## src/rtl/seq_pattern_detector.sv

```systemverilog
// -----------------------------------------------------------------------------
// seq_pattern_detector
//
// Serial bit-pattern detector. The pattern is loadable at runtime and is
// PAT_LEN bits long. Matches may overlap or not. Only bits qualified by
// x_valid are taken. A saturating counter counts the matches. Z is a
// registered pulse that lasts one cycle for each match.
//
// Optional build macro:
//   SEQDET_MASK_EN - adds cfg_mask. The mask is loaded together with
//                    cfg_pattern. A mask bit of 1 makes that pattern position
//                    a don't-care. When the macro is not defined the
//                    comparison is exact and the port does not exist.
//
// Ports:
//   CLK          in   clock, rising edge
//   RST          in   asynchronous active-low reset
//   x            in   serial data bit
//   x_valid      in   x is sampled only when 1
//   overlap      in   1 = overlapping matches; 0 = clear history after a match
//   cfg_load     in   one-cycle strobe that loads cfg_pattern (and cfg_mask)
//   cfg_pattern  in   [PAT_LEN]  new pattern; the MSB is the first bit received
//   cfg_mask     in   [PAT_LEN]  don't-care mask (SEQDET_MASK_EN only)
//   cnt_clr      in   synchronous clear of match_count
//   Z            out  registered one-cycle match pulse
//   match_count  out  [CNT_W] saturating match count
//   busy_fill    out  1 while the history is still filling
// -----------------------------------------------------------------------------
module seq_pattern_detector #(
    parameter int                 PAT_LEN     = 12,
    parameter logic [PAT_LEN-1:0] DEFAULT_PAT = 12'b101010010011,
    parameter int                 CNT_W       = 8
) (
    input  logic               CLK,
    input  logic               RST,
    input  logic               x,
    input  logic               x_valid,
    input  logic               overlap,
    input  logic               cfg_load,
    input  logic [PAT_LEN-1:0] cfg_pattern,
`ifdef SEQDET_MASK_EN
    input  logic [PAT_LEN-1:0] cfg_mask,
`endif
    input  logic               cnt_clr,
    output logic               Z,
    output logic [CNT_W-1:0]   match_count,
    output logic               busy_fill
);

    localparam int FILL_W = $clog2(PAT_LEN + 1);
    localparam logic [FILL_W-1:0] FILL_FULL = FILL_W'(PAT_LEN);
    localparam logic [FILL_W-1:0] FILL_LAST = FILL_W'(PAT_LEN - 1);

    typedef enum logic {
        FILL  = 1'b0,
        ARMED = 1'b1
    } state_t;

    state_t             state, state_nxt;
    logic [PAT_LEN-1:0] pattern;
    logic [PAT_LEN-1:0] history, hist_d;
    logic [FILL_W-1:0]  fill, fill_d;
    logic [CNT_W-1:0]   cnt_d;
    logic               z_d;

    logic [PAT_LEN-1:0] hist_nxt;
    logic [PAT_LEN-1:0] cmp_mask;
    logic               fill_ok;
    logic               pat_hit;
    logic               match;

    // ------------------------------------------------------------------
    // Pattern and mask registers. Only RST restores the defaults.
    // ------------------------------------------------------------------
    always_ff @(posedge CLK or negedge RST) begin
        if (!RST)
            pattern <= DEFAULT_PAT;
        else if (cfg_load)
            pattern <= cfg_pattern;
    end

`ifdef SEQDET_MASK_EN
    logic [PAT_LEN-1:0] mask_q;

    always_ff @(posedge CLK or negedge RST) begin
        if (!RST)
            mask_q <= '0;
        else if (cfg_load)
            mask_q <= cfg_mask;
    end

    assign cmp_mask = mask_q;
`else
    assign cmp_mask = '0;
`endif

    // ------------------------------------------------------------------
    // Match detection. The incoming bit is compared against the history
    // as it would be after the shift, so a match is found on the same
    // edge that samples the completing bit.
    // ------------------------------------------------------------------
    assign hist_nxt = (history << 1) | {{(PAT_LEN-1){1'b0}}, x};

    // This bit either brings the fill count to PAT_LEN or arrives when it
    // is already there.
    assign fill_ok  = (fill >= FILL_LAST);

    assign pat_hit  = (((hist_nxt ^ pattern) & ~cmp_mask) == '0);

    // x_valid gates the match first. An X on x while x_valid=0 therefore
    // resolves to 0 and never reaches an output.
    assign match    = x_valid && !cfg_load && fill_ok && pat_hit;

    // ------------------------------------------------------------------
    // State register
    // ------------------------------------------------------------------
    always_ff @(posedge CLK or negedge RST) begin
        if (!RST) begin
            state       <= FILL;
            history     <= '0;
            fill        <= '0;
            Z           <= 1'b0;
            match_count <= '0;
        end else begin
            state       <= state_nxt;
            history     <= hist_d;
            fill        <= fill_d;
            Z           <= z_d;
            match_count <= cnt_d;
        end
    end

    // ------------------------------------------------------------------
    // Next-state logic: history, fill and FSM
    // ------------------------------------------------------------------
    always_comb begin
        state_nxt = state;
        hist_d    = history;
        fill_d    = fill;
        z_d       = 1'b0;

        if (cfg_load) begin
            // A load restarts detection. A bit presented on the same edge
            // is dropped.
            state_nxt = FILL;
            hist_d    = '0;
            fill_d    = '0;
        end else if (x_valid) begin
            hist_d = hist_nxt;
            fill_d = (fill == FILL_FULL) ? fill : fill + 1'b1;

            // The bit that completes the fill is armed immediately. It has
            // already been compared through fill_ok above.
            if (state == FILL && fill_ok)
                state_nxt = ARMED;

            if (match) begin
                z_d = 1'b1;
                // overlap matters only on a matching edge.
                if (!overlap) begin
                    state_nxt = FILL;
                    hist_d    = '0;
                    fill_d    = '0;
                end
            end
        end
    end

    // ------------------------------------------------------------------
    // Match counter. When a match and a clear arrive on the same edge,
    // the match is kept, so the count becomes 1.
    // ------------------------------------------------------------------
    always_comb begin
        cnt_d = match_count;
        if (match) begin
            if (cnt_clr)
                cnt_d = CNT_W'(1);
            else if (!(&match_count))
                cnt_d = match_count + 1'b1;
        end else if (cnt_clr) begin
            cnt_d = '0;
        end
    end

    assign busy_fill = (state == FILL);

endmodule

```

## config.mk

```make
export PLATFORM = sky130hd
export DESIGN_NAME = seq_pattern_detector
export DESIGN_NICKNAME = d
export VERILOG_FILES = /design/src/rtl/seq_pattern_detector.sv
export SDC_FILE = /design/constraint.sdc
export NUM_CORES = 1
export LEC_CHECK = 0
export BUFFER_PORTS_ARGS = -buffer_cell sky130_fd_sc_hd__buf_2
export CORE_UTILIZATION = 50
export DETAILED_ROUTE_END_ITERATION = 7
export PLACE_DENSITY = 0.73
export SLEW_MARGIN = 20
export SYNTH_ARGS = -nofsm -noshare
export SYNTH_HDL_FRONTEND = slang
export SYNTH_SLANG_ARGS = --single-unit
```

## constraint.sdc

```tcl
create_clock -name CLK -period 5.3 [get_ports CLK]
set_input_delay 1.06 -clock CLK [delete_from_list [all_inputs] [get_ports CLK]]
set_output_delay 1.06 -clock CLK [all_outputs]
set_load 0.02 [all_outputs]
```

[Word-level counts from Yosys, hierarchy flattened]
Cells that the tools add are included.
Storage, ports and cells
  register bits after elaboration: 37
  bits in latches: 0
  RAM bits: 0
  bits in read-only memories: 0
  bits of input ports: 19
  output and inout port bits: 10
  logic and storage cells: 45
  memories kept: 0
Cells by class
  add/subtract/negate cells: 2
  $mul: 0
  divide/modulo/power cells: 0
  magnitude comparators: 1
  equal/unequal tests: 2
  shift-type cells: 0
  muxes and demuxes: 21
  bitwise gates (word level): 3
  reduce and logical (&&, ||, !) cells: 10
Operators with widths (number)
  11-bit 2-to-1 mux: 4
  8-bit 2-to-1 mux: 4
  4-bit 2-to-1 mux: 5
  12-bit logical NOT: 1
  12-bit by 1-bit OR with 12-bit output: 1
  12-bit bitwise XOR: 1
  8-bit by 1-bit adder with 8-bit output (second input constant): 1
  1-bit 2-to-1 mux: 8
  8-bit AND reduction: 1
  4-bit by 1-bit adder with 4-bit output (second input constant): 1
  4-bit == test (second input constant): 1
  4-bit >= comparator (second input constant): 1
  1-bit logical AND: 4
  2-bit nonzero test: 2
  2-bit != test (second input constant): 1
  2-bit AND reduction: 1
  1-bit logical NOT: 1
  1-bit NOT: 1

[Longest topological paths before layout]
Gate-level depths: netlist of the first run.
  depth after elaboration: 7
  gate-level depth with buffers: 8
  gate-level depth less buffers: 7

[Worst setup path after synthesis of the first run]
OpenSTA, ideal clock, no wires.
  path type: input port to flip-flop
  start point: input cfg_load
  end point: register fill[1]
  setup time: 121 ps
  arrival time: 2592 ps
  required time: 5179 ps
  setup slack: 2587 ps
  cell stages on the path: 6
  path buffers: 1
  cells stage by stage: nand2b_4 -> a2111o_1 -> nor4_4 -> a31oi_2 -> buf_2 -> a22o_1
Between the ends
  word-level cells in the longest chain between the ends: 7
  elaborated cells between the ends (all ways): 8
  classes of those cells: 3 x mux; 5 x reduce/logical
RTL lines
  from (decl): line 39  | input logic cfg_load,
  1-bit logical NOT: line 112  | assign match = x_valid && !cfg_load && fill_ok && pat_hit;
  1-bit logical AND (3 in a row): line 112
  4-bit 2-to-1 mux: line 157  | if (match) begin
  4-bit 2-to-1 mux: line 148  | end else if (x_valid) begin
  4-bit 2-to-1 mux: line 142  | if (cfg_load) begin
  to (signal assigned): line 127  | fill <= fill_d;
  to (decl): line 62  | logic [FILL_W-1:0] fill, fill_d;
Several ways; a longest one is shown, not always the timed one. The select of a mux whose other input is x is not followed.
A chain may end at the register's enable or synchronous reset.

[Worst setup path in the final report of the first run]
  start point: input cfg_load
  end point: register fill[0]
Same word-level chain as after synthesis.

==> results of run 1 <==
## per-layer routing
metal	global-route usage (%)	vias up	wire (um)
li1	-	618	-
met1	26.4	623	1480
met2	33.9	14	1660
met3	3.78	5	80
met4	7.79	0	50
met5	0	-	0
## per-stage QoR
stage | utilization [%] | instances | total power (uW) | setup WS [ns] | hold WS [ns]
finish | 59.1 | 231 | 502 | 2.36 | 0.520
global route | 59.1 | 231 | 524 | 2.18 | 0.534
CTS | 59.1 | 231 | 507 | 2.34 | 0.522
detailed placement | 57.5 | 224 | 361 | 1.99 | 0.495
global placement | 57.5 | 224 | 357 | 2.15 | 0.474
floorplan | - | 155 | 340 | 2.59 | 0.456
## critical path, cell delays in order
cell and delay, ns:
buf_2 0.20, nand2b_4 0.18, a2111o_1 0.43, nor4_4 0.41, a31oi_2 0.40, a41oi_1 0.35, o21ai_0 0.11
## power groups by stage
stage | Clock, uW | Sequential [uW] | Combinational, uW
final | 148 | 305 | 48.8
after global routing | 163 | 307 | 54.3
after CTS | 151 | 306 | 50.0
after detailed placement | 0 | 311 | 49.7
after global placement | 0 | 310 | 46.7
after floorplan | 0 | 308 | 31.9
## layout make-up
| type | count | share of cell area, % |
|---|---|---|
| multi-input combinational | 103 | 38.5 |
| sequential | 37 | 46.9 |
| timing repair buffer | 28 | 7.05 |
| inverter | 10 | 1.89 |
| clock buffer | 7 | 2.77 |
| tap | 46 | 2.89 |
## logic make-up after synthesis
family,count (synthesis)
AND/OR/NAND/NOR,43
AO/OA/AOI/OAI,38
flip-flops,37
buffers and inverters,15
multiplexers,12
XOR/XNOR,7
adder cells (fa/ha/maj),3
## placed cells by master (no fill, tap or decap), types with 2 or more instances in the layout
cell,count
dfstp_2,6
o21ai_0,6
nor2b_1,2
a21oi_1,9
nand2_1,10
nor3_1,4
clkbuf_4,5
xor2_1,2
dfrtp_1,31
inv_1,10
and3_1,2
or3_1,3
a22o_1,12
o21a_1,3
buf_2,28
xnor2_1,5
nand3_1,6
nor2_1,8
ha_1,3
mux2_2,11
## synth_stat cells, drive strengths merged
cell type	count
inv	10
and2	1
nor4	1
ha	3
nor2b	2
clkbuf	4
or3	3
xor2	2
nor3	4
a2111o	1
buf	1
a221o	1
o21a	3
dfstp	6
and4b	1
a32oi	1
a41oi	1
a31oi	1
nor2	8
xnor2	5
nand3b	2
mux2i	1
dfrtp	31
nand2b	2
o221ai	1
mux2	11
and3	2
nand2	10
a41o	1
o22ai	1
a21oi	9
o21ai	6
a22o	12
nand3	6
nand4	1
## flip-flops by register name, summed over array words and instances, names as in the netlist
| register | cells |
|---|---|
| history | 11 |
| pattern | 12 |
| state | 1 |
| Z | 1 |
| match_count | 8 |
| fill | 4 |
## worst paths after layout
| path | from | end | cells after the start |
|---|---|---|---|
| max | cfg_load | fill[0]$_DFFE_PN0P_ | 7 |
| min | state$_DFFE_PN0P_ | state$_DFFE_PN0P_ | 2 |
| max reg2reg | pattern[1]$_DFFE_PN1P_ | fill[0]$_DFFE_PN0P_ | 6 |
| min reg2reg | state$_DFFE_PN0P_ | state$_DFFE_PN0P_ | 2 |
| max in group asynchronous | RST | fill[1]$_DFFE_PN0P_ | 1 |
| min in group asynchronous | RST | history[8]$_DFFE_PN0P_ | 1 |
==> results.json, run 1 <==
{
  "synth-simple-area-share_pct": 14.4,
  "rrSetupSlack_ns": 2.97,
  "synth_top_area_cell": "dfrtp_1",
  "path_clk_slew_ns": 0.11,
  "synth_xor_area_share_pct": 3.49,
  "grt_pass1_vias": 1233,
  "cts_tree": "built",
  "criticalPathCategory": "input pin to flip-flop",
  "power_density_mw_per_mm2": 253,
  "seq_area_um2": 933,
  "worstPathArrival_ns": 3.15,
  "rows": 21,
  "synth_area_mm2": 0.00176,
  "cts_hold_buf": 0,
  "area_growth_pct": 13.2,
  "synthMuxAreaShare_pct": 7.62,
  "cts_buffer_depth": 2,
  "start_util_pct": 52.2,
  "insertion_delay_ns": 0.33,
  "synthesis.nets": 177,
  "critPathRequiredTime_ns": 5.51,
  "fin_crit_ns": 2.94,
  "antenna_left": 0,
  "finClkSkew_ns": 0.00904,
  "p_clk_share_pct": 29.5,
  "htreeDepth": 2,
  "wire_per_inst_um": 14.1,
  "dr.pass1.iters": 4,
  "status": "finished, final reports clean",
  "switchingPower_uw": 119,
  "synth_compound_area_share_pct": 15.9,
  "synthAdderAreaFrac_pct": 2.14,
  "final_area_mm2": 0.00199,
  "die_x_um": 61.3,
  "cts_root_buffer": "clkbuf_4",
  "seq_area_frac_synth_pct": 53.1,
  "fillCellCount": 315,
  "yosysWarningCount": 0,
  "first_iter_violations": 61,
  "finalMaxSlewViolations": 0,
  "slew_headroom_pct": 35.8,
  "clkSinkCount": 37,
  "tightestPinTransition_ns": 0.960,
  "crit_fanout": 19,
  "synth_top_cell_area_share_pct": 44.2,
  "ir_drop_mv": 0.195,
  "setup_viol": 0,
  "hold_viol": 0,
  "grt_max_degree": 38,
  "gr-total-overflow": 0,
  "dieArea_mm2": 0.00375,
  "setup_tns_ns": 0,
  "cp-end-kind": "flip-flop",
  "worstSetupStartpointType": "input pin",
  "synth_cell_types": 38,
  "layout-drive-gt1-share_pct": 29.7,
  "finalCritPeriodShare_pct": 55.4,
  "placed_cell_area_mm2": 0.00193,
  "drt_drc_violations_left": 0,
  "multi_input_area_um2": 764,
  "cts_setup_buffers": 0,
  "final_nets": 207,
  "p_sw_share_pct": 23.8,
  "synth_top_family_by_area": "compound AO/OA/AOI/OAI gates",
  "dp_hpwl_mm": 2.47,
  "cts_resized": 0,
  "design.core.area_mm2": 0.00336,
  "hp-class": "flip-flop to flip-flop",
  "ys_top_cells_by_area": "dfrtp_1 (44%), dfstp_2 (9.0%), mux2_2 (7.1%), a22o_1 (6.0%), a21oi_1 (2.6%)",
  "maxCapViolCount": 0,
  "die_h_um": 61.3,
  "cts_made_buffers": 5,
  "max_freq_mhz": 341,
  "gp_congestion": 0.784,
  "routed_wl_mm": 3.27,
  "syn_inst": 155,
  "port_buffers": 28,
  "vias": 1260,
  "antenna_cells": 0,
  "rsz0062_at_grt": "false",
  "viasPerCell": 5.45,
  "antenna_found_initial": 0,
  "p_int_uw": 383,
  "grt_pass1_wl_mm": 5.47,
  "syn_avg_cell_area_um2": 11.3,
  "p_comb_share_pct": 9.7,
  "ios": 29,
  "ys_seq_elements": 37,
  "grt_usage_pct": 20.3,
  "power_frac_seq_pct": 60.8,
  "leakage_uw": 0.000942
}
No activity file was read; power rests on OpenSTA's default activity.
==> inputs of run 2 (changes only) <==
clock period = 3 ns   (was 5.3 ns; I/O delays follow)
==> run 2 against run 1 <==
Effect of this change: count of clock-buffer cells in the layout is the same; routed wire length grew 3.4%; final cell count grew 1.3%; flip-flop and latch count is the same; combinational power grew 79%; clock skew grew 0.0027 ns; sequential share of layout area shrank 0.70 points; clock power grew 100%; sequential power grew 77%; worst hold slack lost 0.20 ns; critical path depth shrank 1; critical path type is now flip-flop to flip-flop.
==> results.json, run 2 (synthesized netlist as in run 1, its figures left out) <==
{
  "start_util_pct": 52.2,
  "worstSetupStartpointType": "flip-flop",
  "criticalPathCategory": "flip-flop to flip-flop",
  "p_int_uw": 703,
  "largest_registers": "pattern: 12 flops, history: 11 flops, match_count: 8 flops",
  "port_buffers": 28,
  "setup_viol": 0,
  "grt_pass1_vias": 1254,
  "area_growth_pct": 14.9,
  "p_sw_share_pct": 24.2,
  "viasPerCell": 5.56,
  "regMostFlops": "pattern",
  "die_h_um": 61.3,
  "placedCellCount": 226,
  "maxCapViolCount": 0,
  "cts_buffer_depth": 2,
  "cts_tree": "built",
  "hold_viol": 0,
  "insertion_delay_ns": 0.35,
  "cp-end-kind": "flip-flop",
  "finalMaxSlewViolations": 0,
  "rows": 21,
  "crit_chain": "inv_1 -> a221o_1 -> nor3_1 -> a31oi_2 -> a41oi_1 -> o21ai_0",
  "leakage_uw": 0.000962,
  "fin_util_pct": 60.0,
  "final_area_mm2": 0.00202,
  "critPathRequiredTime_ns": 3.25,
  "drt_drc_violations_left": 0,
  "layout_commonest_cell": "dfrtp_1",
  "hp-class": "input pin to async pin",
  "slew_headroom_pct": 43.6,
  "routed_wl_mm": 3.38,
  "max_freq_mhz": 435,
  "fin_crit_ns": 2.30,
  "antenna_cells": 0,
  "finalCritPeriodShare_pct": 76.6,
  "holdWs_ns": 0.320,
  "first_iter_violations": 57,
  "htreeDepth": 2,
  "setup_tns_ns": 0,
  "dr.pass1.iters": 4,
  "wire_per_inst_um": 14.4,
  "design.core.area_mm2": 0.00336,
  "slowest_delay_ns": 0.53,
  "slowest_stage": "dfstp_2",
  "finClkSkew_ns": 0.0117,
  "ir_drop_mv": 0.357,
  "power_density_mw_per_mm2": 460,
  "switchingPower_uw": 225,
  "placed_cell_area_mm2": 0.00195,
  "dp_hpwl_mm": 2.46,
  "worstPathArrival_ns": 2.55,
  "rsz0062_at_grt": "false",
  "power_frac_seq_pct": 58.2,
  "dieArea_mm2": 0.00375,
  "layout-drive-gt1-share_pct": 31.4,
  "p_comb_share_pct": 9.4,
  "crit_buf_inv": 1,
  "grt_pass1_wl_mm": 5.67,
  "ios": 29,
  "vias": 1300,
  "grt_max_degree": 38,
  "grt_usage_pct": 21.9,
  "instances_no_fill": 234,
  "path_clk_slew_ns": 0.11,
  "status": "finished, final reports clean",
  "antenna_left": 0,
  "worstReg2RegStart": "pattern[1]$_DFFE_PN1P_",
  "mostFrequentLayoutCells": "dfrtp_1 (31), buf_2 (28), a22o_1 (12)",
  "cts_setup_buffers": 0,
  "cts_made_buffers": 5,
  "p_clk_share_pct": 32.4,
  "die_x_um": 61.3,
  "gp_congestion": 0.781,
  "cts_resized": 0,
  "largest_reg_flops": 12,
  "crit_fanout": 19,
  "final_nets": 209,
  "gr-total-overflow": 0,
  "crit_start": "pattern[1]$_DFFE_PN1P_",
  "clkSinkCount": 37,
  "tightestPinTransition_ns": 0.843,
  "cts_root_buffer": "clkbuf_4",
  "cts_hold_buf": 0,
  "critPathTopFamily": "compound AO/OA/AOI/OAI gates",
  "antenna_found_initial": 0
}
[run 2: metrics by stage]
stage | total power (uW) | setup WS (ns)
floorplan | 600 | 0.747
global route | 976 | 0.471
CTS | 939 | 0.682
finish | 928 | 0.701
detailed placement | 638 | 0.368
global placement | 632 | 0.451
[run 2: area by class of cell]
type	count	area, um^2
multi-input cells	103	764
well taps	46	57.6
clock inverters	1	5.00
flip-flops and latches	37	933
repair buffers	30	155
inverters	10	37.5
clock buffers	7	65.1
fillers	305	1350
[run 2: path summary, 6_finish.rpt]
check / to / slack [ns] / depth (start not counted)
setup / recovery: fill[0]$_DFFE_PN0P_ / 0.70 / 6
hold / removal: fill[0]$_DFFE_PN0P_ / 0.32 / 1
setup reg to reg: fill[0]$_DFFE_PN0P_ / 0.70 / 6
hold reg to reg: pattern[1]$_DFFE_PN1P_ / 0.53 / 2
max in group asynchronous: match_count[2]$_DFFE_PN0P_ / 2.18 / 1
min in group CLK: pattern[1]$_DFFE_PN1P_ / 0.47 / 3
[run 2: metal layers]
metal | GRT usage (%) | up-vias | share of wire [%]
li1 | - | 622 | -
met1 | 28.6 | 638 | 44
met2 | 32.9 | 34 | 49
met3 | 7.77 | 6 | 5.0
met4 | 9.42 | 0 | 1.5
met5 | 0 | - | 0
[run 2: power groups by stage]
stage | combinational, uW | sequential, uW | clock, uW
5_1_grt | 99.1 | 543 | 334
2_1_floorplan | 56.3 | 544 | 0
3_5_place_dp | 88.5 | 549 | 0
3_3_place_gp | 84.0 | 547 | 0
4_1_cts | 88.8 | 540 | 311
6_report | 87.2 | 540 | 301
